$ cat config.mk
export PLATFORM = sky130hd
export DESIGN_NAME = vga3_interface
export DESIGN_NICKNAME = d
export VERILOG_FILES = /design/src/rtl/vga3_interface.sv
export SDC_FILE = /design/constraint.sdc
export NUM_CORES = 1
export LEC_CHECK = 0
export ABC_AREA = 1
export CORE_ASPECT_RATIO = 0.8
export CORE_UTILIZATION = 50
export CTS_BUF_LIST = sky130_fd_sc_hd__clkbuf_4 sky130_fd_sc_hd__clkbuf_8 sky130_fd_sc_hd__clkbuf_16
export DETAILED_ROUTE_END_ITERATION = 7
export PLACE_DENSITY = 0.84
export SLEW_MARGIN = 20
export SYNTH_ARGS = -nofsm -noshare
export SYNTH_HDL_FRONTEND = slang
export SYNTH_SLANG_ARGS = --single-unit
$ cat constraint.sdc
create_clock -name clock -period 3.8 [get_ports clock]
set_clock_uncertainty 0.05 [all_clocks]
set_input_delay 0.76 -clock clock [delete_from_list [all_inputs] [get_ports clock]]
set_output_delay 0.76 -clock clock [all_outputs]
set_load 0.01 [all_outputs]
$ cat src/rtl/vga3_interface.sv
// Parametrised VGA timing generator with framebuffer-latency compensation.
// Optional VGA3_TESTPATTERN_EN adds test_mode (8 vertical colour bars).
module vga3_interface #(
  parameter int HAddrSize       = 11,
  parameter int HVisibleArea    = 800,
  parameter int HFrontPorch     = 56,
  parameter int HSyncPulse      = 120,
  parameter int HBackPorch      = 64,
  parameter int VAddrSize       = 11,
  parameter int VVisibleArea    = 600,
  parameter int VFrontPorch     = 37,
  parameter int VSyncPulse      = 6,
  parameter int VBackPorch      = 23,
  parameter int ColorBits       = 4,
  parameter int FetchLatency    = 1,
  parameter int HSyncActiveHigh = 0,
  parameter int VSyncActiveHigh = 0
) (
  input  logic                 clock,
  input  logic                 reset,
`ifdef VGA3_TESTPATTERN_EN
  input  logic                 test_mode,
`endif
  input  logic [ColorBits-1:0] color_r,
  input  logic [ColorBits-1:0] color_g,
  input  logic [ColorBits-1:0] color_b,
  output logic [HAddrSize-1:0] fb_addr_h,
  output logic [VAddrSize-1:0] fb_addr_v,
  output logic                 fb_read,
  output logic                 line_start,
  output logic                 frame_start,
  output logic                 vga_hsync,
  output logic                 vga_vsync,
  output logic [ColorBits-1:0] vga_r,
  output logic [ColorBits-1:0] vga_g,
  output logic [ColorBits-1:0] vga_b
);

  localparam int HTotal = HVisibleArea + HFrontPorch
                        + HSyncPulse + HBackPorch;
  localparam int VTotal = VVisibleArea + VFrontPorch
                        + VSyncPulse + VBackPorch;

  localparam logic [HAddrSize-1:0] HLast =
    HAddrSize'(HTotal - 1);
  localparam logic [HAddrSize-1:0] HVis =
    HAddrSize'(HVisibleArea);
  localparam logic [HAddrSize-1:0] HSyncBeg =
    HAddrSize'(HVisibleArea + HFrontPorch);
  localparam logic [HAddrSize-1:0] HSyncEnd =
    HAddrSize'(HVisibleArea + HFrontPorch + HSyncPulse - 1);

  localparam logic [VAddrSize-1:0] VLast =
    VAddrSize'(VTotal - 1);
  localparam logic [VAddrSize-1:0] VVis =
    VAddrSize'(VVisibleArea);
  localparam logic [VAddrSize-1:0] VSyncBeg =
    VAddrSize'(VVisibleArea + VFrontPorch);
  localparam logic [VAddrSize-1:0] VSyncEnd =
    VAddrSize'(VVisibleArea + VFrontPorch + VSyncPulse - 1);

  localparam logic HPol = (HSyncActiveHigh != 0);
  localparam logic VPol = (VSyncActiveHigh != 0);

  logic [HAddrSize-1:0] h;
  logic [VAddrSize-1:0] v;
  logic                 vis;
  logic                 hs;
  logic                 vs;
  logic                 vis_dl;
  logic                 hs_dl;
  logic                 vs_dl;
  logic [ColorBits-1:0] pix_r;
  logic [ColorBits-1:0] pix_g;
  logic [ColorBits-1:0] pix_b;

  // Reset parks on the last pixel so the first edge lands on (0,0).
  always_ff @(posedge clock or negedge reset) begin
    if (!reset) begin
      h <= HLast;
      v <= VLast;
    end else if (h == HLast) begin
      h <= '0;
      v <= (v == VLast) ? '0 : v + 1'b1;
    end else begin
      h <= h + 1'b1;
    end
  end

  assign vis = (h < HVis) && (v < VVis);
  assign hs  = (h >= HSyncBeg) && (h <= HSyncEnd);
  assign vs  = (v >= VSyncBeg) && (v <= VSyncEnd);

  assign fb_addr_h   = vis ? h : '0;
  assign fb_addr_v   = vis ? v : '0;
  assign line_start  = reset && (h == '0);
  assign frame_start = line_start && (v == '0);

`ifdef VGA3_TESTPATTERN_EN
  logic [HAddrSize-1:0] h_dl;
  logic [HAddrSize+2:0] bar_full;
  logic [2:0]           bar;

  assign fb_read  = vis && !test_mode;
  assign bar_full = {h_dl, 3'b000}
                  / (HAddrSize+3)'(HVisibleArea);
  assign bar      = bar_full[2:0];
`else
  assign fb_read = vis;
`endif

  generate
    if (FetchLatency == 0) begin : g_nopipe
      assign vis_dl = vis;
      assign hs_dl  = hs;
      assign vs_dl  = vs;
`ifdef VGA3_TESTPATTERN_EN
      assign h_dl   = h;
`endif
    end else begin : g_pipe
      logic [FetchLatency-1:0] vis_q;
      logic [FetchLatency-1:0] hs_q;
      logic [FetchLatency-1:0] vs_q;

      always_ff @(posedge clock or negedge reset) begin
        if (!reset) begin
          vis_q <= '0;
          hs_q  <= '0;
          vs_q  <= '0;
        end else begin
          vis_q[0] <= vis;
          hs_q[0]  <= hs;
          vs_q[0]  <= vs;
          for (int i = 1; i < FetchLatency; i++) begin
            vis_q[i] <= vis_q[i-1];
            hs_q[i]  <= hs_q[i-1];
            vs_q[i]  <= vs_q[i-1];
          end
        end
      end

      assign vis_dl = vis_q[FetchLatency-1];
      assign hs_dl  = hs_q[FetchLatency-1];
      assign vs_dl  = vs_q[FetchLatency-1];

`ifdef VGA3_TESTPATTERN_EN
      logic [HAddrSize-1:0] h_q [FetchLatency];

      always_ff @(posedge clock or negedge reset) begin
        if (!reset) begin
          for (int i = 0; i < FetchLatency; i++)
            h_q[i] <= '0;
        end else begin
          h_q[0] <= h;
          for (int i = 1; i < FetchLatency; i++)
            h_q[i] <= h_q[i-1];
        end
      end

      assign h_dl = h_q[FetchLatency-1];
`endif
    end
  endgenerate

  always_comb begin
    pix_r = color_r;
    pix_g = color_g;
    pix_b = color_b;
`ifdef VGA3_TESTPATTERN_EN
    if (test_mode) begin
      pix_r = {ColorBits{bar[2]}};
      pix_g = {ColorBits{bar[1]}};
      pix_b = {ColorBits{bar[0]}};
    end
`endif
  end

  always_ff @(posedge clock or negedge reset) begin
    if (!reset) begin
      vga_r     <= '0;
      vga_g     <= '0;
      vga_b     <= '0;
      vga_hsync <= ~HPol;
      vga_vsync <= ~VPol;
    end else begin
      vga_r     <= vis_dl ? pix_r : '0;
      vga_g     <= vis_dl ? pix_g : '0;
      vga_b     <= vis_dl ? pix_b : '0;
      vga_hsync <= ~(hs_dl ^ HPol);
      vga_vsync <= ~(vs_dl ^ VPol);
    end
  end

endmodule
==> results.txt, run 1 <==
Status - complete, no violations
WP buf/inv - 2
CTS Buf Count - 5
Final #Nets - 369
Row count - 21
Wirelength, routed - 5440 um
Pin count of the biggest net entering global routing - 40
Port-buffer cells - 50
Area share of and/or/nand/nor cells after synthesis - 34.8%
Core area - 0.00431 mm^2
Vias in the first global route - 1906
FF-to-FF path depth - 8
Initial antenna violation count - 0
Remaining DRCs - 0
Die area - 0.00492 mm^2
Dpl hpwl - 3940 um
Worst Setup Start Kind - flip-flop
Area of the multi-input gates - 0.00101 mm^2
Cts hold-fix bufs - 0
Commonest non-fill, non-tap cell in the layout - nand2_1
TritonCTS Sinks - 39
Die W - 78.2 um
Largest family of logic cells by synthesized area - simple AND/OR/NAND/NOR gates
ANT nets after route - 0
Synth Area in Adders - 2.70%
VDD IR max - 0.246 mV
CTS tree - yes
Maximum clock rate - 0.301 GHz
First-pass GRT wire length - 9220 um
Worst Hold Depth - 1
Post-CTS setup repair buffer count - 0
Crit path max fanout - 21
Fin crit period - 3.32 ns
Seq cells post-synth - 39
Count of final max-slew check failures - 0
Max_slew headroom - 61.1%
Average wire per standard cell - 13.3 um
CP Data Required Time - 2.99 ns
Type of the worst min-delay path - reg -> reg
Commonest cells after routing, fill and taps aside - nand2_1, inv_1, clkdlybuf4s50_1
Final setup fails - 0
XOR/XNOR Fraction of Synth Area - 1.89%
CP arrival - 2.51 ns
GRT Util Overall - 24.3%
P&R area growth vs syn - 24.9%
RSZ-0062 raised after global routing - false
Root buffer cell - clkbuf_8
Worst path top cell family by delay - simple AND/OR/NAND/NOR gates
Internal reg-to-reg setup slack - 1.73 ns
Period utilisation layout - 87.4%
Resized Gates After CTS - 0
CP Cell Sequence - inv_2, nand2_2, a21oi_2, nand3_2, nor3_1, clkdlybuf4s50_1
DRT iter0 DRCs - 159
Max Cap Viol - 0
Post-synthesis sequential area ratio - 42.7%
Crit path kind - reg -> out
Routability cong. - 0.942
Total grt overflow - 0
Number of fill cells - 365
Multiplexer area fraction after synthesis - 0%
Hold_sp - g_pipe.hs_q
Clock Tree Buf Depth - 2
Gate Count Post-Synth - 306
Initial core utilization - 53.9%
Initial DRT Pass Iterations - 5
Count of different cell masters after synthesis - 24
Reg-to-Reg Start - h[0]
Seq. cell area - 991 um^2
Total negative slack - 0 ns
Syn Area/Cell - 7.58 um^2
Crit path launch - v[8]
Count of final hold-check violations - 0
PwrDens - 284 mW/mm^2
IO Count - 53
CTS HTree Levels - 2
Die H - 62.9 um
Slew @ Worst Pin - 0.583 ns
Tot Pwr - 823 uW
Finished Core Util - 67.3%
Via density - 5.09
Vias - 2077
CP Capture Type - output port
Slowest stage cell, crit path - clkdlybuf4s50_1
Worst-skew pair later-pin latency - 0.30 ns
Synth Warn # - 0
Mapped Area - 0.00232 mm^2
Clock transition at path regs - 0.08 ns
Layout cells sized above 1 - 13.1%
Compound-gate portion of the synthesized area - 3.94%
Pleak - 1.34 nW
Worst path depth - 6
# diodes - 0
CP peak stage delay - 0.59 ns
==> path summary, 6_finish.rpt <==
kind / end
max: fb_addr_h[1]
min: vga_hsync
max reg2reg: v[2]
min reg2reg: vga_hsync
max in group asynchronous: v[9]
min in group asynchronous: h[9]
==> flip-flops by register name (all words and copies together), names as in the netlist <==
| signal | cells |
|---|---|
| vga_g | 4 |
| v | 11 |
| h | 11 |
| vga_b | 4 |
| g_pipe.vis_q | 1 |
| g_pipe.hs_q | 1 |
| vga_hsync | 1 |
| vga_vsync | 1 |
| vga_r | 4 |
| g_pipe.vs_q | 1 |
==> synth_stat cells <==
cell type	n	area, um^2
nand2_1	65	244
inv_1	52	195
nor2_1	34	128
dfrtp_1	27	676
nand3_1	23	115
nor3_1	20	100
dfstp_2	12	315
nand4_1	10	62.6
o21ai_0	9	45.0
nor3_2	6	60.1
buf_2	5	25.0
buf_6	5	56.3
ha_1	5	62.6
nand2_2	5	31.3
xor2_1	5	43.8
a21oi_1	4	20.0
buf_4	4	30.0
a21oi_2	3	26.3
inv_2	3	11.3
nor2_4	3	33.8
nand3_2	2	20.0
nor2_2	2	12.5
clkbuf_1	1	3.75
conb_1	1	3.75
==> layer usage <==
metal  up-vias  wire, um  global-route usage [%]
li1       1029         -                       -
met1       943      2410                    35.0
met2       101      2400                    35.2
met3         4       591                    7.15
met4         0        36                    6.94
met5         -         0                       0
==> per-stage QoR <==
stage	cells	setup slack [ns]	hold WS, ns	area (um^2)
floorplan	307	1.62	0.287	2320
global placement	400	0.873	0.290	2780
detailed placement	400	0.827	0.295	2780
CTS	408	0.502	0.300	2900
global route	408	0.373	0.315	2900
finish	408	0.481	0.299	2900
==> layout make-up <==
class	instances	area share, %
clock buffer	5	2.37
clock inverter	3	1.60
inverter	55	7.12
multi-input combinational	198	34.9
sequential	39	34.2
tap	57	2.46
timing repair buffer	51	17.4
==> cell families after synthesis <==
kind of cell | count (synthesis)
compound gates | 16
xor+xnor | 5
fa+ha+maj | 5
buf+inv | 70
flops | 39
other cells | 1
simple gates | 170
==> where the power goes <==
group          switching, mW  internal (mW)  total (mW)  leakage (nW)
combinational         0.0200         0.0249      0.0449         0.831
sequential           0.00179          0.422       0.424         0.459
clock                  0.157          0.198       0.354        0.0548
No activity file was read; power rests on OpenSTA's default activity.
==> inputs of run 2 (changes only) <==
--- a/config.mk
+++ b/config.mk
@@ -7,6 +7,7 @@
 export LEC_CHECK = 0
 export ABC_AREA = 1
 export CORE_ASPECT_RATIO = 0.8
+export CORE_MARGIN = 5
 export CORE_UTILIZATION = 50
 export CTS_BUF_LIST = sky130_fd_sc_hd__clkbuf_4 sky130_fd_sc_hd__clkbuf_8 sky130_fd_sc_hd__clkbuf_16
 export DETAILED_ROUTE_END_ITERATION = 7
==> results.txt, run 2 (synthesis gave the netlist of run 1 again) <==
RSZ-0062 raised after global routing - false
Row count - 22
# diodes - 0
Port-buffer cells - 50
Type of the worst min-delay path - reg -> reg
Layout cells sized above 1 - 13.1%
CTS HTree Levels - 2
Commonest non-fill, non-tap cell in the layout - nand2_1
VDD IR max - 0.251 mV
Routability cong. - 1.01
Final setup margin - 0.523 ns
Maximum clock rate - 0.305 GHz
Initial core utilization - 51.1%
PwrDens - 303 mW/mm^2
Area of the multi-input gates - 0.00101 mm^2
Post-route cell area - 0.00292 mm^2
TritonCTS Sinks - 39
WHS Endpoint - vga_hsync
Slew @ Worst Pin - 0.561 ns
Max_slew headroom - 62.5%
Root buffer cell - clkbuf_8
Resized Gates After CTS - 0
CP Cell Sequence - inv_2, nand2_2, a21oi_2, nand3_2, nor3_1, clkdlybuf4s50_1
Max Cap Viol - 0
Clock Tree Buf Depth - 2
Crit path kind - reg -> out
CTS tree - yes
Final #Nets - 369
Total negative slack - 0 ns
Worst-skew pair later-pin latency - 0.29 ns
P&R area growth vs syn - 26.0%
Fin crit period - 3.28 ns
Remaining DRCs - 0
Number of fill cells - 417
Finished Core Util - 64.4%
Tot Pwr - 885 uW
Dpl hpwl - 4090 um
Initial antenna violation count - 0
Count of final max-slew check failures - 0
Status - complete, no violations
Period utilisation layout - 86.2%
Final setup fails - 0
Count of final hold-check violations - 0
Pin count of the biggest net entering global routing - 40
Commonest cells after routing, fill and taps aside - nand2_1, inv_1, clkdlybuf4s50_1
Wirelength, routed - 5430 um
Worst Hold Depth - 1
Worst Setup Start Kind - flip-flop
Crit path max fanout - 21
Place WS - 0.861 ns
Worst hold slack - 0.300 ns
Final instance count without filler cells - 411
CP Capture Type - output port
CP Data Required Time - 2.99 ns
Internal reg-to-reg setup slack - 1.78 ns
Die area - 0.00611 mm^2
Die H - 70.9 um
Cts hold-fix bufs - 0
Total grt overflow - 0
Vias in the first global route - 1942
Reg-to-Reg Start - h[0]
DRT iter0 DRCs - 166
ANT nets after route - 0
Via density - 5.18
Slowest stage cell, crit path - clkdlybuf4s50_1
Clock transition at path regs - 0.08 ns
Post-CTS setup repair buffer count - 0
CTS Buf Count - 5
Die W - 86.2 um
CP arrival - 2.47 ns
# placed instances - 403
First-pass GRT wire length - 9000 um
FF-to-FF path depth - 8
GRT Util Overall - 18.4%
Initial DRT Pass Iterations - 8
Core area - 0.00454 mm^2
Average wire per standard cell - 13.2 um
Top Registers - h: 11 flops, v: 11 flops
Seq. cell area - 991 um^2
Pleak - 1.36 nW
Vias - 2128
IO Count - 53
CP peak stage delay - 0.59 ns
Hold_sp - g_pipe.hs_q
RR Endpoint - v[2]
Post-DP Area - 0.00279 mm^2
## run 2: power breakdown
part	internal, mW	switching (mW)
logic	0.0249	0.0209
registers	0.422	0.00152
clock network	0.270	0.146
## run 2: cell type report
| cell class | instances | share of cell area (%) |
|---|---|---|
| Clock buffer | 6 | 2.61 |
| Clock inverter | 2 | 2.05 |
| Inverter | 55 | 7.06 |
| Multi-Input combinational cell | 198 | 34.6 |
| Sequential cell | 39 | 33.9 |
| Tap cell | 60 | 2.57 |
| Timing Repair Buffer | 51 | 17.2 |
## run 2: metal layers
layer / share of wire (%) / up-vias / GRT usage [%]
met5: 0 / - / 0
met1: 43 / 973 / 25.0
met4: 0.90 / 0 / 3.63
met2: 44 / 115 / 27.7
li1: - / 1028 / -
met3: 13 / 12 / 7.80
## run 2: worst max-delay path by stage
stage / cells after the start / end / startpoint
after global placement: 6 / fb_addr_h[5] / v[8]
after CTS: 6 / fb_addr_h[5] / v[8]
after global routing: 6 / fb_addr_h[5] / v[8]
after floorplan: 8 / fb_addr_h[1] / v[7]
final: 6 / fb_addr_h[7] / v[8]
after detailed placement: 6 / fb_addr_h[5] / v[8]
## run 2: worst max-delay path, delay by kind of cell, from the launching register on
family / cells / cell delay (ns)
AND/OR/NAND/NOR: 3 / 0.82
flip-flops: 1 / 0.45
buffers and inverters: 2 / 0.73
AO/OA/AOI/OAI: 1 / 0.17
==> inputs of run 3 (changes only) <==
--- a/config.mk
+++ b/config.mk
@@ -6,6 +6,7 @@
 export NUM_CORES = 1
 export LEC_CHECK = 0
 export ABC_AREA = 1
+export CAP_MARGIN = 20
 export CORE_ASPECT_RATIO = 0.8
 export CORE_MARGIN = 5
 export CORE_UTILIZATION = 50
==> results of run 3 <==
Same layout as run 2: the final DEF is identical, and so are final timing and power.
